--- src/rtl/game_state_ctrl_if.sv ---
// Bus between the Pacman top level and the game-rules engine: positions and
// event strobes in, game status out.
interface game_state_ctrl_if #(
  parameter int unsigned NUM_GHOSTS  = 3,
  parameter int unsigned NUM_PELLETS = 3,
  parameter int unsigned COORD_W     = 10,
  parameter int unsigned SCORE_W     = 11
);
  logic                           frame_tick;
  logic [COORD_W-1:0]             pacman_x;
  logic [COORD_W-1:0]             pacman_y;
  logic [NUM_GHOSTS*COORD_W-1:0]  ghost_x;
  logic [NUM_GHOSTS*COORD_W-1:0]  ghost_y;
  logic [NUM_PELLETS*COORD_W-1:0] pellet_x;
  logic [NUM_PELLETS*COORD_W-1:0] pellet_y;
  logic                           dot_eaten;
  logic                           dots_clear;
  logic [2:0]                     state;
  logic [1:0]                     lives;
  logic [SCORE_W-1:0]             score;
  logic                           reversal;
  logic                           is_defeated;
  logic                           death;
  logic                           victory;
  logic [NUM_GHOSTS-1:0]          ghost_enable;
  logic [NUM_PELLETS-1:0]         pellet_on;

  modport master (
    output frame_tick, pacman_x, pacman_y, ghost_x, ghost_y, pellet_x, pellet_y,
           dot_eaten, dots_clear,
    input  state, lives, score, reversal, is_defeated, death, victory,
           ghost_enable, pellet_on
  );

  modport slave (
    input  frame_tick, pacman_x, pacman_y, ghost_x, ghost_y, pellet_x, pellet_y,
           dot_eaten, dots_clear,
    output state, lives, score, reversal, is_defeated, death, victory,
           ghost_enable, pellet_on
  );
endinterface

--- src/rtl/game_state_ctrl.sv ---
// Pacman game-rules engine: serial ghost/pellet collision scan with one shared
// squared-distance datapath, lives, power mode, respawn, score and win/lose.
module game_state_ctrl #(
  parameter int unsigned NUM_GHOSTS     = 3,
  parameter int unsigned NUM_PELLETS    = 3,
  parameter int unsigned COORD_W        = 10,
  parameter int unsigned LIVES_INIT     = 2,
  parameter int unsigned HIT_RADIUS_SQ  = 64,
  parameter int unsigned POWER_FRAMES   = 600,
  parameter int unsigned RESPAWN_FRAMES = 300,
  parameter int unsigned DEATH_FRAMES   = 120,
  parameter int unsigned SCORE_W        = 11,
  parameter int unsigned WIN_SCORE      = 150,
  parameter int unsigned GHOST_PTS      = 10,
  parameter int unsigned PELLET_PTS     = 5
) (
  input  logic               Clk,
  input  logic               Reset_n,
  game_state_ctrl_if.slave   bus
);

  localparam int unsigned NE     = NUM_GHOSTS + NUM_PELLETS;
  localparam int unsigned IDX_W  = $clog2(NE + 1);
  localparam int unsigned DIST_W = 2 * COORD_W + 3;
  localparam int unsigned PWR_W  = $clog2(POWER_FRAMES + 1);
  localparam int unsigned RSP_W  = $clog2(RESPAWN_FRAMES + 1);
  localparam int unsigned DTH_W  = $clog2(DEATH_FRAMES + 1);
  localparam int unsigned SUM_W  = SCORE_W + 2;
  localparam logic [SCORE_W-1:0] SCORE_MAX = '1;

  typedef enum logic [2:0] {
    ST_PLAY     = 3'd0,
    ST_POWER    = 3'd1,
    ST_DYING    = 3'd2,
    ST_GAMEOVER = 3'd3,
    ST_WIN      = 3'd4
  } state_e;

  state_e               state_q, state_d;
  logic [1:0]           lives_q, lives_d;
  logic [SCORE_W-1:0]   score_q, score_d;
  logic [PWR_W-1:0]     power_q, power_d;
  logic [DTH_W-1:0]     death_q, death_d;
  logic [RSP_W-1:0]     respawn_q [NUM_GHOSTS];
  logic [RSP_W-1:0]     respawn_d [NUM_GHOSTS];
  logic [1:0]           chain_q, chain_d;
  logic [NUM_GHOSTS-1:0]  ghost_en_q, ghost_en_d;
  logic [NUM_PELLETS-1:0] pellet_on_q, pellet_on_d;
  logic                 busy_q, busy_d;
  logic [IDX_W-1:0]     idx_q, idx_d;
  logic                 jvld_q, jvld_d;
  logic [IDX_W-1:0]     jidx_q, jidx_d;
  logic [DIST_W-1:0]    dist_q, dist_d;
  logic                 reversal_q, defeated_q, death_flag_q, victory_q;

  logic [COORD_W-1:0]   ent_x, ent_y;
  logic signed [COORD_W:0] dx, dy;
  logic [COORD_W:0]     adx, ady;
  logic                 close;
  logic [NUM_GHOSTS-1:0]  ghost_hit_vec;
  logic [NUM_PELLETS-1:0] pellet_hit_vec;
  logic                 alive, term;
  logic [SUM_W-1:0]     award, score_sum;

  // Distance stage: mux one entity, square magnitudes so no signed wrap can occur.
  always_comb begin
    ent_x = '0;
    ent_y = '0;
    for (int unsigned i = 0; i < NUM_GHOSTS; i++) begin
      if (idx_q == IDX_W'(i)) begin
        ent_x = bus.ghost_x[i*COORD_W +: COORD_W];
        ent_y = bus.ghost_y[i*COORD_W +: COORD_W];
      end
    end
    for (int unsigned j = 0; j < NUM_PELLETS; j++) begin
      if (idx_q == IDX_W'(j + NUM_GHOSTS)) begin
        ent_x = bus.pellet_x[j*COORD_W +: COORD_W];
        ent_y = bus.pellet_y[j*COORD_W +: COORD_W];
      end
    end
    dx = $signed({1'b0, ent_x}) - $signed({1'b0, bus.pacman_x});
    dy = $signed({1'b0, ent_y}) - $signed({1'b0, bus.pacman_y});
    adx = dx[COORD_W] ? $unsigned(-dx) : $unsigned(dx);
    ady = dy[COORD_W] ? $unsigned(-dy) : $unsigned(dy);
    dist_d = DIST_W'(adx) * DIST_W'(adx) + DIST_W'(ady) * DIST_W'(ady);
  end

  always_comb begin
    close = jvld_q && (dist_q < DIST_W'(HIT_RADIUS_SQ));
    for (int unsigned i = 0; i < NUM_GHOSTS; i++)
      ghost_hit_vec[i] = close && (jidx_q == IDX_W'(i)) && ghost_en_q[i];
    for (int unsigned j = 0; j < NUM_PELLETS; j++)
      pellet_hit_vec[j] = close && (jidx_q == IDX_W'(j + NUM_GHOSTS)) && pellet_on_q[j];
  end

  always_comb begin
    state_d     = state_q;
    lives_d     = lives_q;
    power_d     = power_q;
    death_d     = death_q;
    respawn_d   = respawn_q;
    chain_d     = chain_q;
    ghost_en_d  = ghost_en_q;
    pellet_on_d = pellet_on_q;
    busy_d      = busy_q;
    idx_d       = idx_q;
    jvld_d      = 1'b0;
    jidx_d      = idx_q;
    award       = '0;
    alive = (state_q == ST_PLAY) || (state_q == ST_POWER);
    term  = (state_q == ST_GAMEOVER) || (state_q == ST_WIN);

    if (busy_q) begin
      jvld_d = (idx_q != IDX_W'(NE));
      if (idx_q == IDX_W'(NE)) busy_d = 1'b0;
      else                     idx_d  = idx_q + 1'b1;
    end else if (bus.frame_tick && alive) begin
      busy_d = 1'b1;
      idx_d  = '0;
    end

    if (bus.frame_tick && !term) begin
      if (power_q != '0) begin
        power_d = power_q - 1'b1;
        if (power_q == PWR_W'(1) && state_q == ST_POWER) state_d = ST_PLAY;
      end
      for (int unsigned i = 0; i < NUM_GHOSTS; i++) begin
        if (respawn_q[i] != '0) begin
          respawn_d[i] = respawn_q[i] - 1'b1;
          if (respawn_q[i] == RSP_W'(1)) ghost_en_d[i] = 1'b1;
        end
      end
      if (state_q == ST_DYING) begin
        death_d = death_q - 1'b1;
        if (death_q == DTH_W'(1)) begin
          state_d = ST_PLAY;
          power_d = '0;
        end
      end
    end

    // Scan events are applied after the timers so a hit overrides a same-tick expiry.
    if (alive && (|ghost_hit_vec)) begin
      if (state_q == ST_PLAY) begin
        busy_d = 1'b0;
        jvld_d = 1'b0;
        if (lives_q == '0) begin
          state_d = ST_GAMEOVER;
        end else begin
          lives_d = lives_q - 1'b1;
          death_d = DTH_W'(DEATH_FRAMES);
          state_d = ST_DYING;
        end
      end else begin
        for (int unsigned i = 0; i < NUM_GHOSTS; i++) begin
          if (ghost_hit_vec[i]) begin
            ghost_en_d[i] = 1'b0;
            respawn_d[i]  = RSP_W'(RESPAWN_FRAMES);
          end
        end
        award   = SUM_W'(GHOST_PTS) << chain_q;
        chain_d = (chain_q == 2'd3) ? 2'd3 : chain_q + 2'd1;
      end
    end

    if (alive && (|pellet_hit_vec)) begin
      pellet_on_d = pellet_on_q & ~pellet_hit_vec;
      award       = SUM_W'(PELLET_PTS);
      power_d     = PWR_W'(POWER_FRAMES);
      chain_d     = 2'd0;
      state_d     = ST_POWER;
    end

    score_sum = {2'b00, score_q} + award + SUM_W'(bus.dot_eaten && !term);
    if (term)                              score_d = score_q;
    else if (score_sum > {2'b00, SCORE_MAX}) score_d = SCORE_MAX;
    else                                   score_d = score_sum[SCORE_W-1:0];

    // Win is judged on the post-update score and beats a same-cycle ghost hit.
    if (alive && ((score_d >= SCORE_W'(WIN_SCORE)) || bus.dots_clear)) begin
      state_d = ST_WIN;
      lives_d = lives_q;
    end
  end

  always_ff @(posedge Clk or negedge Reset_n) begin
    if (!Reset_n) begin
      state_q      <= ST_PLAY;
      lives_q      <= 2'(LIVES_INIT);
      score_q      <= '0;
      power_q      <= '0;
      death_q      <= '0;
      for (int unsigned i = 0; i < NUM_GHOSTS; i++) respawn_q[i] <= '0;
      chain_q      <= '0;
      ghost_en_q   <= '1;
      pellet_on_q  <= '1;
      busy_q       <= 1'b0;
      idx_q        <= '0;
      jvld_q       <= 1'b0;
      jidx_q       <= '0;
      dist_q       <= '0;
      reversal_q   <= 1'b0;
      defeated_q   <= 1'b0;
      death_flag_q <= 1'b0;
      victory_q    <= 1'b0;
    end else begin
      state_q      <= state_d;
      lives_q      <= lives_d;
      score_q      <= score_d;
      power_q      <= power_d;
      death_q      <= death_d;
      respawn_q    <= respawn_d;
      chain_q      <= chain_d;
      ghost_en_q   <= ghost_en_d;
      pellet_on_q  <= pellet_on_d;
      busy_q       <= busy_d;
      idx_q        <= idx_d;
      jvld_q       <= jvld_d;
      jidx_q       <= jidx_d;
      dist_q       <= dist_d;
      reversal_q   <= (state_d == ST_POWER);
      defeated_q   <= (state_d == ST_DYING);
      death_flag_q <= (state_d == ST_GAMEOVER);
      victory_q    <= (state_d == ST_WIN);
    end
  end

  assign bus.state        = state_q;
  assign bus.lives        = lives_q;
  assign bus.score        = score_q;
  assign bus.reversal     = reversal_q;
  assign bus.is_defeated  = defeated_q;
  assign bus.death        = death_flag_q;
  assign bus.victory      = victory_q;
  assign bus.ghost_enable = ghost_en_q;
  assign bus.pellet_on    = pellet_on_q;

endmodule

--- src/flat_wrapper.sv ---
// flat-port wrapper written by rule: the top's interface ports become plain ports
module game_state_ctrl_flat 
#(
  parameter int unsigned NUM_GHOSTS     = 3,
  parameter int unsigned NUM_PELLETS    = 3,
  parameter int unsigned COORD_W        = 10,
  parameter int unsigned LIVES_INIT     = 2,
  parameter int unsigned HIT_RADIUS_SQ  = 64,
  parameter int unsigned POWER_FRAMES   = 600,
  parameter int unsigned RESPAWN_FRAMES = 300,
  parameter int unsigned DEATH_FRAMES   = 120,
  parameter int unsigned SCORE_W        = 11,
  parameter int unsigned WIN_SCORE      = 150,
  parameter int unsigned GHOST_PTS      = 10,
  parameter int unsigned PELLET_PTS     = 5
)
  (Clk, Reset_n, bus_frame_tick, bus_pacman_x, bus_pacman_y, bus_ghost_x, bus_ghost_y, bus_pellet_x, bus_pellet_y, bus_dot_eaten, bus_dots_clear, bus_state, bus_lives, bus_score, bus_reversal, bus_is_defeated, bus_death, bus_victory, bus_ghost_enable, bus_pellet_on);
  game_state_ctrl_if #(.NUM_GHOSTS(NUM_GHOSTS), .NUM_PELLETS(NUM_PELLETS), .COORD_W(COORD_W), .SCORE_W(SCORE_W)) bus_i ();
  input  logic Clk;
  input  logic Reset_n;
  input wire logic [$bits(bus_i.frame_tick)-1:0] bus_frame_tick;
  input wire logic [$bits(bus_i.pacman_x)-1:0] bus_pacman_x;
  input wire logic [$bits(bus_i.pacman_y)-1:0] bus_pacman_y;
  input wire logic [$bits(bus_i.ghost_x)-1:0] bus_ghost_x;
  input wire logic [$bits(bus_i.ghost_y)-1:0] bus_ghost_y;
  input wire logic [$bits(bus_i.pellet_x)-1:0] bus_pellet_x;
  input wire logic [$bits(bus_i.pellet_y)-1:0] bus_pellet_y;
  input wire logic [$bits(bus_i.dot_eaten)-1:0] bus_dot_eaten;
  input wire logic [$bits(bus_i.dots_clear)-1:0] bus_dots_clear;
  output wire logic [$bits(bus_i.state)-1:0] bus_state;
  output wire logic [$bits(bus_i.lives)-1:0] bus_lives;
  output wire logic [$bits(bus_i.score)-1:0] bus_score;
  output wire logic [$bits(bus_i.reversal)-1:0] bus_reversal;
  output wire logic [$bits(bus_i.is_defeated)-1:0] bus_is_defeated;
  output wire logic [$bits(bus_i.death)-1:0] bus_death;
  output wire logic [$bits(bus_i.victory)-1:0] bus_victory;
  output wire logic [$bits(bus_i.ghost_enable)-1:0] bus_ghost_enable;
  output wire logic [$bits(bus_i.pellet_on)-1:0] bus_pellet_on;
  assign bus_i.frame_tick = bus_frame_tick;
  assign bus_i.pacman_x = bus_pacman_x;
  assign bus_i.pacman_y = bus_pacman_y;
  assign bus_i.ghost_x = bus_ghost_x;
  assign bus_i.ghost_y = bus_ghost_y;
  assign bus_i.pellet_x = bus_pellet_x;
  assign bus_i.pellet_y = bus_pellet_y;
  assign bus_i.dot_eaten = bus_dot_eaten;
  assign bus_i.dots_clear = bus_dots_clear;
  assign bus_state = bus_i.state;
  assign bus_lives = bus_i.lives;
  assign bus_score = bus_i.score;
  assign bus_reversal = bus_i.reversal;
  assign bus_is_defeated = bus_i.is_defeated;
  assign bus_death = bus_i.death;
  assign bus_victory = bus_i.victory;
  assign bus_ghost_enable = bus_i.ghost_enable;
  assign bus_pellet_on = bus_i.pellet_on;
  game_state_ctrl #(.NUM_GHOSTS(NUM_GHOSTS), .NUM_PELLETS(NUM_PELLETS), .COORD_W(COORD_W), .LIVES_INIT(LIVES_INIT), .HIT_RADIUS_SQ(HIT_RADIUS_SQ), .POWER_FRAMES(POWER_FRAMES), .RESPAWN_FRAMES(RESPAWN_FRAMES), .DEATH_FRAMES(DEATH_FRAMES), .SCORE_W(SCORE_W), .WIN_SCORE(WIN_SCORE), .GHOST_PTS(GHOST_PTS), .PELLET_PTS(PELLET_PTS)) u_core (.Clk(Clk), .Reset_n(Reset_n), .bus(bus_i));
endmodule
--- config.mk ---
export PLATFORM = sky130hd
export DESIGN_NAME = game_state_ctrl_flat
export DESIGN_NICKNAME = d
export VERILOG_FILES = /design/src/rtl/game_state_ctrl_if.sv /design/src/rtl/game_state_ctrl.sv /design/src/flat_wrapper.sv
export SDC_FILE = /design/constraint.sdc
export NUM_CORES = 1
export LEC_CHECK = 0
export BUFFER_PORTS_ARGS = -buffer_cell sky130_fd_sc_hd__buf_4
export CAP_MARGIN = 20
export CORE_AREA = 2 2 245 199
export CTS_BUF_LIST = sky130_fd_sc_hd__clkbuf_16
export CTS_CLUSTER_DIAMETER = 60
export CTS_CLUSTER_SIZE = 12
export DETAILED_ROUTE_END_ITERATION = 6
export DIE_AREA = 0 0 247 201
export GPL_TIMING_DRIVEN = 0
export SLEW_MARGIN = 10
export SYNTH_ARGS = -nofsm -noshare
export SYNTH_HDL_FRONTEND = slang
export SYNTH_SLANG_ARGS = --single-unit
--- constraint.sdc ---
create_clock -name Clk -period 24.3 [get_ports Clk]
set_input_delay 4.86 -clock Clk [delete_from_list [all_inputs] [get_ports Clk]]
set_output_delay 4.86 -clock Clk [all_outputs]
set_load 0.01 [all_outputs]
==> impl_metrics.csv <==
group,metric,value,unit
outcome,status,"finished, final reports clean",
worst_setup_path,critPathRequiredTime,24.53,ns
synth,synth_edf_count,0,
synth,seq_area_frac_synth,17.41,%
sta,rsz0062_at_grt,"no",
synth,netlist_top_cells_area,"fa_1 (24%), dfrtp_1 (16%), ha_1 (12%), inv_1 (8.4%), nor2_1 (4.5%)",
route,route.vias.total,11850,
die,die_area,49650,um2
synth,synth_ff_type,"dfrtp_1",
grt,grt_util_all_layers,15.25,%
sta,timing.fmax,0.07016,GHz
sta,hold_viol,0,
sta,setup_ws,10.05,ns
clocking,cts_sinks,97,
die,initial_core_util,29.48,%
finish,drive_gt1_share,12.26,%
synth,synth_cell_types,83,
route,routed_wl,37410,um
clocking,clk_pin_slew,0.07,ns
clocking,worst_skew_pair.late_latency,0.35,ns
die,placeableCoreArea,47480,um2
worst_setup_path,start_kind,"primary input",
die,die-width,247,um
route,dr.pass1.iters,7,
route,via_per_inst,4.811,
sta,tns,0,ns
sta,relSlewSlack,25.96,%
sta,hold_ws,0.5011,ns
worst_setup_path,crit_arrival,14.49,ns
worst_setup_path,critPathMostFrequentCell,"fa_1",
worst_setup_path,worst_setup_path_end_kind,"flop",
clocking,htree_levels,3,
clocking,root_buffer,"clkbuf_16",
sta,fin_crit,14.25,ns
finish,fin_util,34.64,%
worst_setup_path,critPathKind,"primary input to flop",
grt,grt_overflow,0,
finish,areaGrowthSynthToFinish,17.51,%
worst_setup_path,crit_path_top_delay_cell,"fa_1",
worst_hold_path,hold_path.class,"flop to flop",
clocking,cts_tree,"built",
sta,slew_viol_final,0,
grt,grt_pass1_wl,61850,um
synth,async_reset_ff_share,100.0,%
worst_setup_path,path_max_fanout,10,
finish,nets,2282,
route,ant_nets,0,
synth,synth_top_cell_by_area,"fa_1",
sta,setup_viol,0,
route,drtIter0Drc,932,
sta,fin_skew,0.01093,ns
grt,grt_pass1_vias,12130,
synth,synthCells,1635,
synth,synth_top_area_share,24.32,%
placement,port-buffer-count,170,
placement,dp_slack,9.534,ns
job,maxCapViolCount,0,
clocking,cts_buffer_depth,2,
die,rows,72,
placement,dp.final_hpwl,32220,um
synth,yosys_warnings,0,
die,ios,171,
route,wl_per_cell,15.18,um
sta,fin_crit_sh,58.65,%
sta,tightest_slew,1.095,ns
die,die_height,201,um
finish,diodes,0,
worst_setup_path,cpPeakStageDelay,0.57,ns
clocking,cts_made_buffers,9,
grt,antenna_found_initial,1,
grt,grt_max_degree,50,
synth,syn_area,13990,um2
clocking,cts.repair.resized,0,
route,drc_errors,0,
placement,place_congestion,0.9101,
synth,syn_area_per_cell,8.559,um2
synth,ys_seq_elements,97,
clocking,post_cts_buffers,0,
clocking,holdBufCountCts,0,
cell usage after synthesis, drive strengths merged, types with 4 or more instances:
cell,n
nand3b,6
or3,13
o311ai,17
and3,12
nand2b,24
nor4,15
nor3b,7
clkbuf,43
o211ai,6
or2,12
dfrtp,90
o21ai,66
o31ai,7
nor2b,11
o41ai,4
nor3,33
o31a,5
ha,137
a21o,6
o21a,9
dfstp,7
a31oi,12
nand4,5
a211oi,9
nand2,138
fa,170
nor2,167
a21oi,64
nand3,23
xor2,34
buf,4
inv,320
a222oi,20
xnor2,47
and2,21
mux2i,5
or4,5
kinds of logic after synthesis:
kind of cell / Yosys count / synth area share, %
xor+xnor: 81 / 5.177
buf+inv: 368 / 9.951
flops: 97 / 17.41
compound gates: 268 / 13.15
mux: 8 / 0.5990
other cells: 2 / 0.05366
fa+ha+maj: 307 / 36.57
simple gates: 504 / 17.09
stage by stage:
| step | area, um2 | std cells |
|---|---|---|
| after floorplan | 14040 | 1648 |
| after global placement | 16110 | 2447 |
| after detailed placement | 16130 | 2448 |
| after CTS | 16440 | 2464 |
| after global routing | 16440 | 2464 |
| final | 16440 | 2464 |
state kept, by name, summed over array words and instances (netlist names), 3 cells and up:
name,flops
u_core.power_q,10
u_core.bus.score,11
u_core.death_q,7
u_core.dist_q,17
u_core.respawn_q,27
u_core.idx_q,3
u_core.bus.ghost_enable,3
u_core.bus.state,3
u_core.jidx_q,3
u_core.bus.pellet_on,3
metal layers:
layer  part of all wire [%]  vias to the layer above  GRT usage [%]
met5                      0                        -              0
met2                     45                      306          23.98
met3                    4.5                       52          1.217
met4                    1.8                        0          3.442
li1                       -                     5741              -
met1                     49                     5755          22.66
path summary, 6_finish.rpt:
path | cells past startpoint | to | from | slack, ns
worst max-delay path | 38 | u_core.dist_q[21] | bus_ghost_y[10] | 10.05
worst min-delay path | 1 | u_core.bus.pellet_on[1] | u_core.bus.pellet_on[1] | 0.50
max in group asynchronous | 2 | u_core.bus.pellet_on[0] | Reset_n | 19.06
worst max register to register | 40 | u_core.dist_q[21] | u_core.idx_q[2] | 12.54
min in group asynchronous | 1 | u_core.bus.score[0] | Reset_n | 4.53
worst min register to register | 1 | u_core.bus.pellet_on[1] | u_core.bus.pellet_on[1] | 0.50
cell type report:
cell class	instances	area, um2
Buffer	47	187.7
Timing Repair Buffer	171	1304
Multi-Input combinational cell	1183	10210
Clock inverter	7	85.08
Tap cell	629	787.0
Clock buffer	9	225.2
Inverter	321	1205
Sequential cell	97	2436
Fill cell	4902	31030
cells in the final DEF (no fill, tap or decap), drive strengths merged, types with 11 or more instances in the layout:
cell	count
or2	12
nand3	23
clkbuf	52
xnor2	47
o21ai	66
a222oi	20
or3	13
and2	21
and3	12
nor3	33
nor2	167
dfrtp	90
nand2	138
nor4	15
a21oi	64
inv	324
xor2	34
nor2b	11
fa	170
ha	137
conb	15
nand2b	24
a31oi	12
o311ai	17
buf	175
worst max-delay path: cells and delay by family:
family                     cells  cell delay (ns)
buffers and inverters          8             0.93
adders and majority gates     10             4.53
AOI/OAI and AO/OA             11             2.47
and+or+nand+nor                7             1.06
xor gates and xnor gates       2             0.63
Power is not shown: default switching activity piles up to over one toggle a cycle in this logic, so the estimate is an artifact.
